[config.mk]
export PLATFORM = sky130hd
export DESIGN_NAME = ram_responder
export DESIGN_NICKNAME = d
export VERILOG_FILES = /design/src/rtl/ram_responder.sv
export SDC_FILE = /design/constraint.sdc
export NUM_CORES = 1
export LEC_CHECK = 0
export BUFFER_PORTS_ARGS = -buffer_cell sky130_fd_sc_hd__buf_2
export CAP_MARGIN = 15
export CORE_ASPECT_RATIO = 0.5
export CORE_MARGIN = 3
export CORE_UTILIZATION = 61
export DETAILED_ROUTE_END_ITERATION = 10
export PLACE_DENSITY = 0.79
export SYNTH_ARGS = -nofsm -noshare
export SYNTH_HDL_FRONTEND = slang
export SYNTH_SLANG_ARGS = --single-unit
[constraint.sdc]
create_clock -name clk -period 2.41 [get_ports clk]
set_clock_uncertainty 0.05 [all_clocks]
set_input_delay 0.241 -clock clk [delete_from_list [all_inputs] [get_ports clk]]
set_output_delay 0.241 -clock clk [all_outputs]
set_load 0.1 [all_outputs]
[src/rtl/ram_responder.sv]
// ram_responder: memory-side partner of the MDR. It services read and write
// requests from the control unit against an internal synchronous RAM array.
// Programmable wait states are inserted before each access.
// Reads drive busRAM and pulse mdr_en. Writes capture busDATA_OUT into the array.
// Build option: define MEM_ERR_EN to add the mem_err output. With it, contention
// (mem_rd and mem_wr both high) and out-of-range addresses are flagged as errors
// instead of being serviced.
module ram_responder #(
    parameter int MAX_WIDTH   = 8,
    parameter int ADDR_WIDTH  = 4,
    parameter int DEPTH       = 16,
    parameter int WAIT_STATES = 2
) (
    input  logic                  clk,
    input  logic                  rst,
    input  logic                  sclr,
    input  logic                  mem_rd,
    input  logic                  mem_wr,
    input  logic [ADDR_WIDTH-1:0] addr,
    input  logic [MAX_WIDTH-1:0]  busDATA_OUT,
    output logic [MAX_WIDTH-1:0]  busRAM,
    output logic                  mdr_en,
    output logic                  mem_busy,
    output logic                  mem_done
`ifdef MEM_ERR_EN
    ,
    output logic                  mem_err
`endif
);

    typedef enum logic [1:0] {
        S_IDLE   = 2'd0,
        S_WAIT   = 2'd1,
        S_ACCESS = 2'd2,
        S_DONE   = 2'd3
    } state_t;

    // DEPTH is widened by one bit so that the range check stays a real
    // comparison when DEPTH == 2**ADDR_WIDTH.
    localparam logic [ADDR_WIDTH:0] DEPTH_X = (ADDR_WIDTH+1)'(DEPTH);

    state_t                  state;
    logic [3:0]              wait_cnt;
    logic [ADDR_WIDTH-1:0]   addr_q;
    logic [MAX_WIDTH-1:0]    data_q;
    logic                    op_wr_q;
`ifdef MEM_ERR_EN
    logic                    both_q;
`endif
    logic [MAX_WIDTH-1:0]    mem [DEPTH];

    logic                    in_range;
    logic                    req_err;
    logic                    wr_en;

    // Decode the latched request: range check, error condition and array write enable.
    always_comb begin
        in_range = ({1'b0, addr_q} < DEPTH_X);
`ifdef MEM_ERR_EN
        req_err  = both_q || !in_range;
`else
        req_err  = 1'b0;
`endif
        // rst/sclr at the ACCESS edge aborts the write as well as the controller.
        wr_en    = (state == S_ACCESS) && op_wr_q && in_range && !req_err
                   && !rst && !sclr;
    end

    // Storage array. It has no reset, so its contents survive rst and sclr.
    always_ff @(posedge clk) begin
        if (wr_en) begin
            mem[addr_q] <= data_q;
        end
    end

    // Controller FSM with registered outputs. rst and sclr both return it to IDLE.
    always_ff @(posedge clk) begin
        if (rst || sclr) begin
            state    <= S_IDLE;
            wait_cnt <= '0;
            busRAM   <= '0;
            mdr_en   <= 1'b0;
            mem_busy <= 1'b0;
            mem_done <= 1'b0;
`ifdef MEM_ERR_EN
            mem_err  <= 1'b0;
`endif
        end else begin
            mdr_en   <= 1'b0;
            mem_done <= 1'b0;
`ifdef MEM_ERR_EN
            mem_err  <= 1'b0;
`endif
            case (state)
                S_IDLE: begin
                    if (mem_rd || mem_wr) begin
                        addr_q   <= addr;
                        data_q   <= busDATA_OUT;
                        // Contention resolves to a read.
                        op_wr_q  <= !mem_rd;
`ifdef MEM_ERR_EN
                        both_q   <= mem_rd && mem_wr;
`endif
                        wait_cnt <= 4'(WAIT_STATES);
                        state    <= (WAIT_STATES > 0) ? S_WAIT : S_ACCESS;
                        mem_busy <= 1'b1;
                    end
                end
                S_WAIT: begin
                    wait_cnt <= wait_cnt - 4'd1;
                    if (wait_cnt == 4'd1) begin
                        state <= S_ACCESS;
                    end
                end
                S_ACCESS: begin
                    // A read outside the array returns zero. Errored requests leave busRAM alone.
                    if (!op_wr_q && !req_err) begin
                        busRAM <= in_range ? mem[addr_q] : '0;
                    end
                    state <= S_DONE;
                end
                S_DONE: begin
                    mem_done <= 1'b1;
                    mdr_en   <= !op_wr_q && !req_err;
`ifdef MEM_ERR_EN
                    mem_err  <= req_err;
`endif
                    mem_busy <= 1'b0;
                    state    <= S_IDLE;
                end
                default: begin
                    state    <= S_IDLE;
                    mem_busy <= 1'b0;
                end
            endcase
        end
    end

endmodule
==> results.yml, run 1 <==
yosys:
  synth_edf_count: 141
  yosysUniqueCellTypes: 34
  syn_area_per_cell_um2: 17.47
  yosys_warnings: 0
  dominantRegCellSynth: "edfxtp_1"
  synthArstFlopShare: 0
  ys_seq_elements: 158
  synthesis.nets: 378
  netlist_instances: 355
  syn_area_mm2: 0.006202
  ys_seq_area_frac: 0.7375
grt:
  grt_max_degree: 44
  met2_usage: 0.3739
  grtUsageMet1: 0.3180
  antenna_found_initial: 0
  grt.busiest_layer: "met2"
  grt_pass1_vias: 3558
  track_usage: 0.2400
  grt_first_pass_wirelength_um: 19980
  grt_overflow_total: 0
  grtUsageMet3: 0.08678
sta:
  finalSetupTns_ns: 0
  hold_viol_final: 0
  slew_viol_final: 0
  relSlewSlack: 0.5976
  max_freq_ghz: 0.4726
  fin_crit_ns: 2.116
  tightest_slew_ns: 0.6035
  grt_setup_unrepaired: "false"
  setup_viol: 0
  min_period_over_period: 0.8780
detailed_routing:
  drt-initial-drc-count: 325
  routed-via-count: 3523
  avgRoutedWirePerCell_um: 22.31
  drt_pre_antenna_iters: 5
  drcViolationCount: 0
  detail-route-antenna-nets: 0
  wl_um: 12700
  viasPerCell: 6.192
setup_path:
  critPathArrivalTime_ns: 2.36
  ff2ff_path_depth: 6
  slowest_delay_ns: 0.48
  cp_data_required_time_ns: 2.65
  crit_chain: "buf_4 > buf_4 > mux2i_1 > o22ai_1 > o22ai_1 > a21oi_1"
  crit_type: "flop to flop"
  cpMaxStageDelayCell: "edfxtp_1"
  start_kind: "flop"
  crit_path_end_kind: "flop"
  cp_max_fo: 26
finish:
  antenna_cells: 0
  drive_above_1_share: 0.2120
  synthToLayoutAreaGrowth_pct: 18.04
  layout_commonest_cell: "edfxtp_1"
  final_cell_mix: "edfxtp_1, mux2i_1, buf_2"
  final_nets: 444
placement:
  dp_hpwl_um: 7948
  portBuffers: 27
  finalWeightedCongestion: 0.8534
floorplanning:
  die_x_um: 148.6
  ios: 28
  die_area_mm2: 0.01149
  coreArea_mm2: 0.009666
  core.rowCount: 25
  die_h_um: 77.30
  start_util: 0.6417
run:
  maxCapViolCount: 0
cts:
  tritoncts.num_buffers: 17
  ctsLongestPathBuffers: 2
  cts.sinks: 158
  cts_tree: "yes"
  h-tree-depth: 4
  cts_root_buffer: "clkbuf_16"
  cts_setup_buffers: 0
  clk_pin_slew_worst_paths_ns: 0.06
  clock_latency_ns: 0.41
worst_hold_path:
  hold-path-cell-count: 2
  hp-class: "input port to flop"
outcome:
  status: "complete, no violations"
power:
  vdd_drop_max_mv: 0.5996
  p_leak_nw: 2.592
  power_w: 0.006074
  powerDensity_mw_per_mm2: 829.7
## report_power, final
group	internal, W	total (W)	switching (W)
Sequential	0.00299	0.00303	0.0000377
Combinational	0.0000904	0.000206	0.000116
Clock	0.00175	0.00284	0.00109
Total	0.00483	0.00607	0.00125
## metrics by stage
| stage | utilization | std cells | cell area, um^2 | hold WS [ns] | setup slack [ns] |
|---|---|---|---|---|---|
| 6_report | 0.7574 | 569 | 7321 | 0.05771 | 0.2940 |
| 5_1_grt | 0.7574 | 569 | 7321 | 0.04798 | 0.2245 |
| 4_1_cts | 0.7574 | 569 | 7321 | 0.04017 | 0.3288 |
| 3_5_place_dp | 0.6795 | 525 | 6568 | 0.3693 | 0.3359 |
| 3_3_place_gp | 0.6795 | 525 | 6568 | 0.3673 | 0.4325 |
| 2_1_floorplan | - | 355 | 6202 | 0.2899 | 0.2951 |
## metal layers
metal  vias up  wire, um
li1       1541         -
met1      1799      5210
met2       165      6160
met3        18      1106
met4         0       220
met5         -         0
## registers in the layout, indices dropped and copies added, names as in the netlist
register,cells
mem_done,1
addr_q,4
data_q,8
mem,128
op_wr_q,1
mem_busy,1
mdr_en,1
wait_cnt,4
state,2
busRAM,8
## synth_stat cells, types with 5 or more instances
library cell | instances | area share
nand2_1 | 10 | 0.0061
mux2i_1 | 33 | 0.053
buf_6 | 5 | 0.0091
o22ai_1 | 21 | 0.021
edfxtp_1 | 141 | 0.68
nand2b_1 | 8 | 0.0081
o21ai_0 | 10 | 0.0081
mux4_1 | 11 | 0.047
a22oi_1 | 7 | 0.0085
inv_1 | 5 | 0.0030
nor3_1 | 10 | 0.0081
nor2_1 | 23 | 0.014
a21oi_1 | 11 | 0.0089
ha_1 | 6 | 0.012
mux4_2 | 5 | 0.018
dfxtp_1 | 17 | 0.055
## cell families (layout without fill, tap and decap cells)
| logic type | after synthesis | count (layout) | share of synthesized area |
|---|---|---|---|
| AND/OR/NAND/NOR | 70 | 70 | 0.05709 |
| adder cells (fa/ha/maj) | 6 | 6 | 0.01210 |
| flip-flops | 158 | 158 | 0.7375 |
| AO/OA/AOI/OAI | 51 | 51 | 0.04983 |
| buffers and inverters | 19 | 98 | 0.02179 |
| multiplexers | 51 | 51 | 0.1216 |
## critical path: cells and delay by family (launching register included)
family	cells	cell delay (ns)
buffers and inverters	2	0.70
DFF	1	0.48
muxes	1	0.32
AOI/OAI and AO/OA	3	0.43
## path summary, 6_finish.rpt
path | slack, ns | endpoint | start
setup reg to reg | 0.29 | busRAM[3] | addr_q[1]
hold reg to reg | 0.42 | mdr_en | op_wr_q
setup / recovery | 0.29 | busRAM[3] | addr_q[1]
hold / removal | 0.06 | op_wr_q | mem_rd
## layout make-up
cell class | count | area [um^2]
clock buffer | 17 | 425.4
clock inverter | 15 | 207.7
fill | 501 | 2345
inverter | 5 | 18.77
multi-input combinational | 178 | 1493
sequential | 158 | 4574
tap | 135 | 168.9
timing repair buffer | 61 | 432.9
## repair_timing
item | in CTS | in global routing
hold endpoints to repair | 12 | 0
gates resized for setup | 0 | 0
hold buffers | 12 | 0
Power figures use the tool's default switching activity.
==> run 2, diff against run 1 <==
- CELL_PAD_IN_SITES_DETAIL_PLACEMENT: unset -> 0
- CELL_PAD_IN_SITES_GLOBAL_PLACEMENT: unset -> 1
- CORE_UTILIZATION: 61 -> 52
- PLACE_DENSITY: 0.79 -> unset
- PLACE_DENSITY_LB_ADDON: unset -> 0.1
==> results.yml, run 2 (synthesis results as in run 1) <==
placement:
  dp_hpwl_um: 8704
  finalWeightedCongestion: 0.7577
  portBuffers: 27
  dp.cells: 558
  postPlaceCellArea_mm2: 0.006653
floorplanning:
  die_area_mm2: 0.01335
  ios: 28
  coreArea_mm2: 0.01132
  die_x_um: 160.5
  core.rowCount: 27
  start_util: 0.5480
  die_h_um: 83.23
sta:
  finalSetupTns_ns: 0
  grt_setup_unrepaired: "false"
  slew_viol_final: 0
  setup_viol: 0
  relSlewSlack: 0.5077
  min_period_over_period: 0.8795
  hold_viol_final: 0
  fin_crit_ns: 2.120
  max_freq_ghz: 0.4718
  holdWs_ns: 0.04761
  tightest_slew_ns: 0.7358
finish:
  filler_cell_count: 804
  final_nets: 453
  largest_reg_flops: 128
  synthToLayoutAreaGrowth_pct: 18.86
  stdcell_area_mm2: 0.007372
  seq_area_mm2: 0.004574
  multi_input_area_mm2: 0.001493
  drive_above_1_share: 0.2280
  top_register: "mem"
  fin_cells: 602
  antenna_cells: 0
  final_cell_mix: "edfxtp_1, mux2i_1, buf_4"
  layout_commonest_cell: "edfxtp_1"
  reg.largest.list: "mem: 128 flops, busRAM: 8 flops, data_q: 8 flops"
grt:
  grt_first_pass_wirelength_um: 19940
  antenna_found_initial: 0
  track_usage: 0.2026
  grt_pass1_vias: 3448
  grt_max_degree: 27
  grt_overflow_total: 0
setup_path:
  crit_type: "flop to flop"
  crit_path_end_kind: "flop"
  start_kind: "flop"
  cp_data_required_time_ns: 2.48
  critPathArrivalTime_ns: 2.19
  cp_max_fo: 5
cts:
  cts_tree: "yes"
  h-tree-depth: 4
  clock_latency_ns: 0.42
  cts.sinks: 158
  ctsResizeCount: 0
  cts_root_buffer: "clkbuf_16"
  ctsLongestPathBuffers: 2
  tritoncts.num_buffers: 17
  clk_pin_slew_worst_paths_ns: 0.06
power:
  powerDensity_mw_per_mm2: 803.8
  vdd_drop_max_mv: 0.4318
  p_leak_nw: 2.621
detailed_routing:
  routed-via-count: 3430
  wl_um: 12780
  drt-initial-drc-count: 492
  drt_pre_antenna_iters: 4
  avgRoutedWirePerCell_um: 21.23
  viasPerCell: 5.698
  detail-route-antenna-nets: 0
  drcViolationCount: 0
outcome:
  status: "complete, no violations"
run:
  maxCapViolCount: 0
worst_hold_path:
  hp-class: "input port to flop"
==> run 2: path summary, 6_finish.rpt <==
path	from	to	slack [ns]	cells after the start
min reg2reg	wait_cnt[3]	wait_cnt[3]	0.43	2
max	state[0]	mem[1][0]	0.29	6
min	mem_rd	op_wr_q	0.05	2
max reg2reg	state[0]	mem[1][0]	0.29	6
==> run 2: area by class of cell <==
type	instances	share of cell area
Clock inverter	15	0.02359
Inverter	5	0.002546
Multi-Input combinational cell	178	0.2025
Sequential cell	158	0.6205
Clock buffer	17	0.05771
Tap cell	159	0.02699
Timing Repair Buffer	70	0.06619
==> run 2: worst max-delay path, stage by stage, from the launching register on <==
cell	delay, ns
dfxtp_1	0.34
inv_1	0.10
ha_1	0.18
and3_1	0.30
nand3b_1	0.20
nor3_1	0.43
buf_4	0.24
==> run 2: through the flow <==
| stage | total power (W) | setup slack [ns] | utilization |
|---|---|---|---|
| 3_5_place_dp | 0.003283 | 0.3239 | 0.5878 |
| 4_1_cts | 0.005969 | 0.2997 | 0.6514 |
| 6_report | 0.005925 | 0.2903 | 0.6514 |
| 3_3_place_gp | 0.003275 | 0.3933 | 0.5878 |
| 5_1_grt | 0.006129 | 0.1206 | 0.6514 |
| 2_1_floorplan | 0.003212 | 0.2951 | - |
==> run 2: power by group <==
part           total (W)  internal [W]  switching [W]
Sequential       0.00303       0.00299      0.0000375
Combinational   0.000214     0.0000937       0.000120
Clock            0.00269       0.00156        0.00113
==> run 2: repair_timing <==
item | 4_1_cts | 5_1_grt
hold buffers | 12 | 0
hold endpoints to repair | 12 | 0
setup buffers | 0 | 0
==> run 2: metal layers <==
metal	GRT usage	vias to the layer above	routed length (um)
met3	0.06079	6	917
met5	0	-	0
met1	0.2921	1732	5900
met2	0.3071	123	5903
met4	0.04646	0	58
li1	-	1569	-
==> run 3, diff against run 2 <==
- CELL_PAD_IN_SITES_DETAIL_PLACEMENT: 0 -> 1
==> results.yml, run 3 (synthesis results as in run 1) <==
finish:
  stdcell_area_mm2: 0.007365
  drive_above_1_share: 0.2302
  final_cell_mix: "edfxtp_1, mux2i_1, buf_4"
  layout_commonest_cell: "edfxtp_1"
  synthToLayoutAreaGrowth_pct: 18.74
  top_register: "mem"
  final_nets: 453
  reg.largest.list: "mem: 128 flops, busRAM: 8 flops, data_q: 8 flops"
  largest_reg_flops: 128
  antenna_cells: 0
worst_hold_path:
  min_to: "op_wr_q"
  hold-path-cell-count: 2
  hp-class: "input port to flop"
  hp-start: "mem_rd"
floorplanning:
  start_util: 0.5480
  core.rowCount: 27
  die_h_um: 83.23
  die_area_mm2: 0.01335
  coreArea_mm2: 0.01132
  ios: 28
  die_x_um: 160.5
setup_path:
  start_kind: "flop"
  r2r_setup_slack_ns: 0.23
  reg2reg_to: "mem[5][7]"
  cpMaxStageDelayCell: "nor2_1"
  cp_data_required_time_ns: 2.41
  critPathArrivalTime_ns: 2.18
  crit_type: "flop to flop"
  cp_max_fo: 8
  r2r-start: "state[0]"
  slowest_delay_ns: 0.59
  path_buf_inv: 1
  crit_chain: "inv_1 > ha_1 > and3_1 > nand3b_1 > nor2_1"
  ff2ff_path_depth: 5
  crit_path_end_kind: "flop"
  cp_top_family: "simple AND/OR/NAND/NOR gates"
detailed_routing:
  avgRoutedWirePerCell_um: 24.63
  viasPerCell: 5.864
  drcViolationCount: 0
  drt_pre_antenna_iters: 4
  routed-via-count: 3530
  detail-route-antenna-nets: 0
  wl_um: 14830
  drt-initial-drc-count: 348
grt:
  antenna_found_initial: 0
  grt_first_pass_wirelength_um: 23250
  grt_overflow_total: 0
  grt_pass1_vias: 3805
  grt_max_degree: 27
  track_usage: 0.2394
cts:
  clk_pin_slew_worst_paths_ns: 0.06
  cts.sinks: 158
  tritoncts.num_buffers: 17
  cts_root_buffer: "clkbuf_16"
  clock_latency_ns: 0.43
  ctsLongestPathBuffers: 2
  cts_tree: "yes"
  h-tree-depth: 4
placement:
  finalWeightedCongestion: 0.7577
  portBuffers: 27
  dp_slack_ns: 0.2810
  dp_hpwl_um: 9736
  postPlaceCellArea_mm2: 0.006653
power:
  p_leak_nw: 2.623
  vdd_drop_max_mv: 0.4208
  powerDensity_mw_per_mm2: 805.6
sta:
  grt_setup_unrepaired: "false"
  slew_viol_final: 0
  hold_viol_final: 0
  max_freq_ghz: 0.4592
  worst_slack_ns: 0.2324
  relSlewSlack: 0.4825
  finalSetupTns_ns: 0
  setup_viol: 0
  tightest_slew_ns: 0.7734
  min_period_over_period: 0.9036
  fin_crit_ns: 2.178
outcome:
  status: "complete, no violations"
run:
  maxCapViolCount: 0
[run 3: cell count changes in the layout (fill, tap and decap cells not counted), sizes merged]
cell | before | now
clkinv | 1 | 5
inv | 13 | 10
clkinvlp | 4 | 3
[run 3: per-stage QoR]
stage / cells / hold WS, ns / utilization / total power, W
3_5_place_dp: 558 / 0.3698 / 0.5878 / 0.003289
6_report: 602 / 0.03525 / 0.6507 / 0.005933
2_1_floorplan: 355 / 0.2899 / - / 0.003212
5_1_grt: 602 / 0.04738 / 0.6507 / 0.006128
3_3_place_gp: 558 / 0.3670 / 0.5878 / 0.003275
4_1_cts: 602 / 0.02483 / 0.6503 / 0.005974
[run 3: final cells by class]
type,count,area [um^2]
sequential,158,4574
clock inverter,15,161.4
multi-input combinational,178,1498
fill,985,3953
clock buffer,17,425.4
timing repair buffer,70,488.0
tap,159,198.9
inverter,5,18.77
[run 3: repair_timing]
action / 4_1_cts / 5_1_grt
buffers inserted: 0 / 0
gates resized for setup: 0 / 1
hold buffers: 12 / 0
setup endpoints to repair: 0 / 5
endpoints found under the hold margin: 12 / 0
[run 3: power breakdown]
part           total [W]  internal, W  switching [W]
Combinational   0.000220    0.0000938       0.000126
Sequential       0.00303      0.00299      0.0000386
Clock            0.00269      0.00154        0.00115
[run 3: worst max path at each step]
stage,startpoint,end,depth (start not counted)
after CTS,state[0],mem[1][4],6
final,state[0],mem[5][7],5
after detailed placement,state[0],mem[0][2],6
after floorplan,addr_q[1],mem[1][0],5
after global routing,state[0],mem[5][7],5
after global placement,addr_q[1],busRAM[7],4
[run 3: metal layers]
metal	vias to the layer above	share of wire	GRT usage
met5	-	0	0
met4	0	0.013	0.09134
met3	18	0.087	0.04933
met2	132	0.48	0.3789
met1	1821	0.42	0.3308
li1	1559	-	-
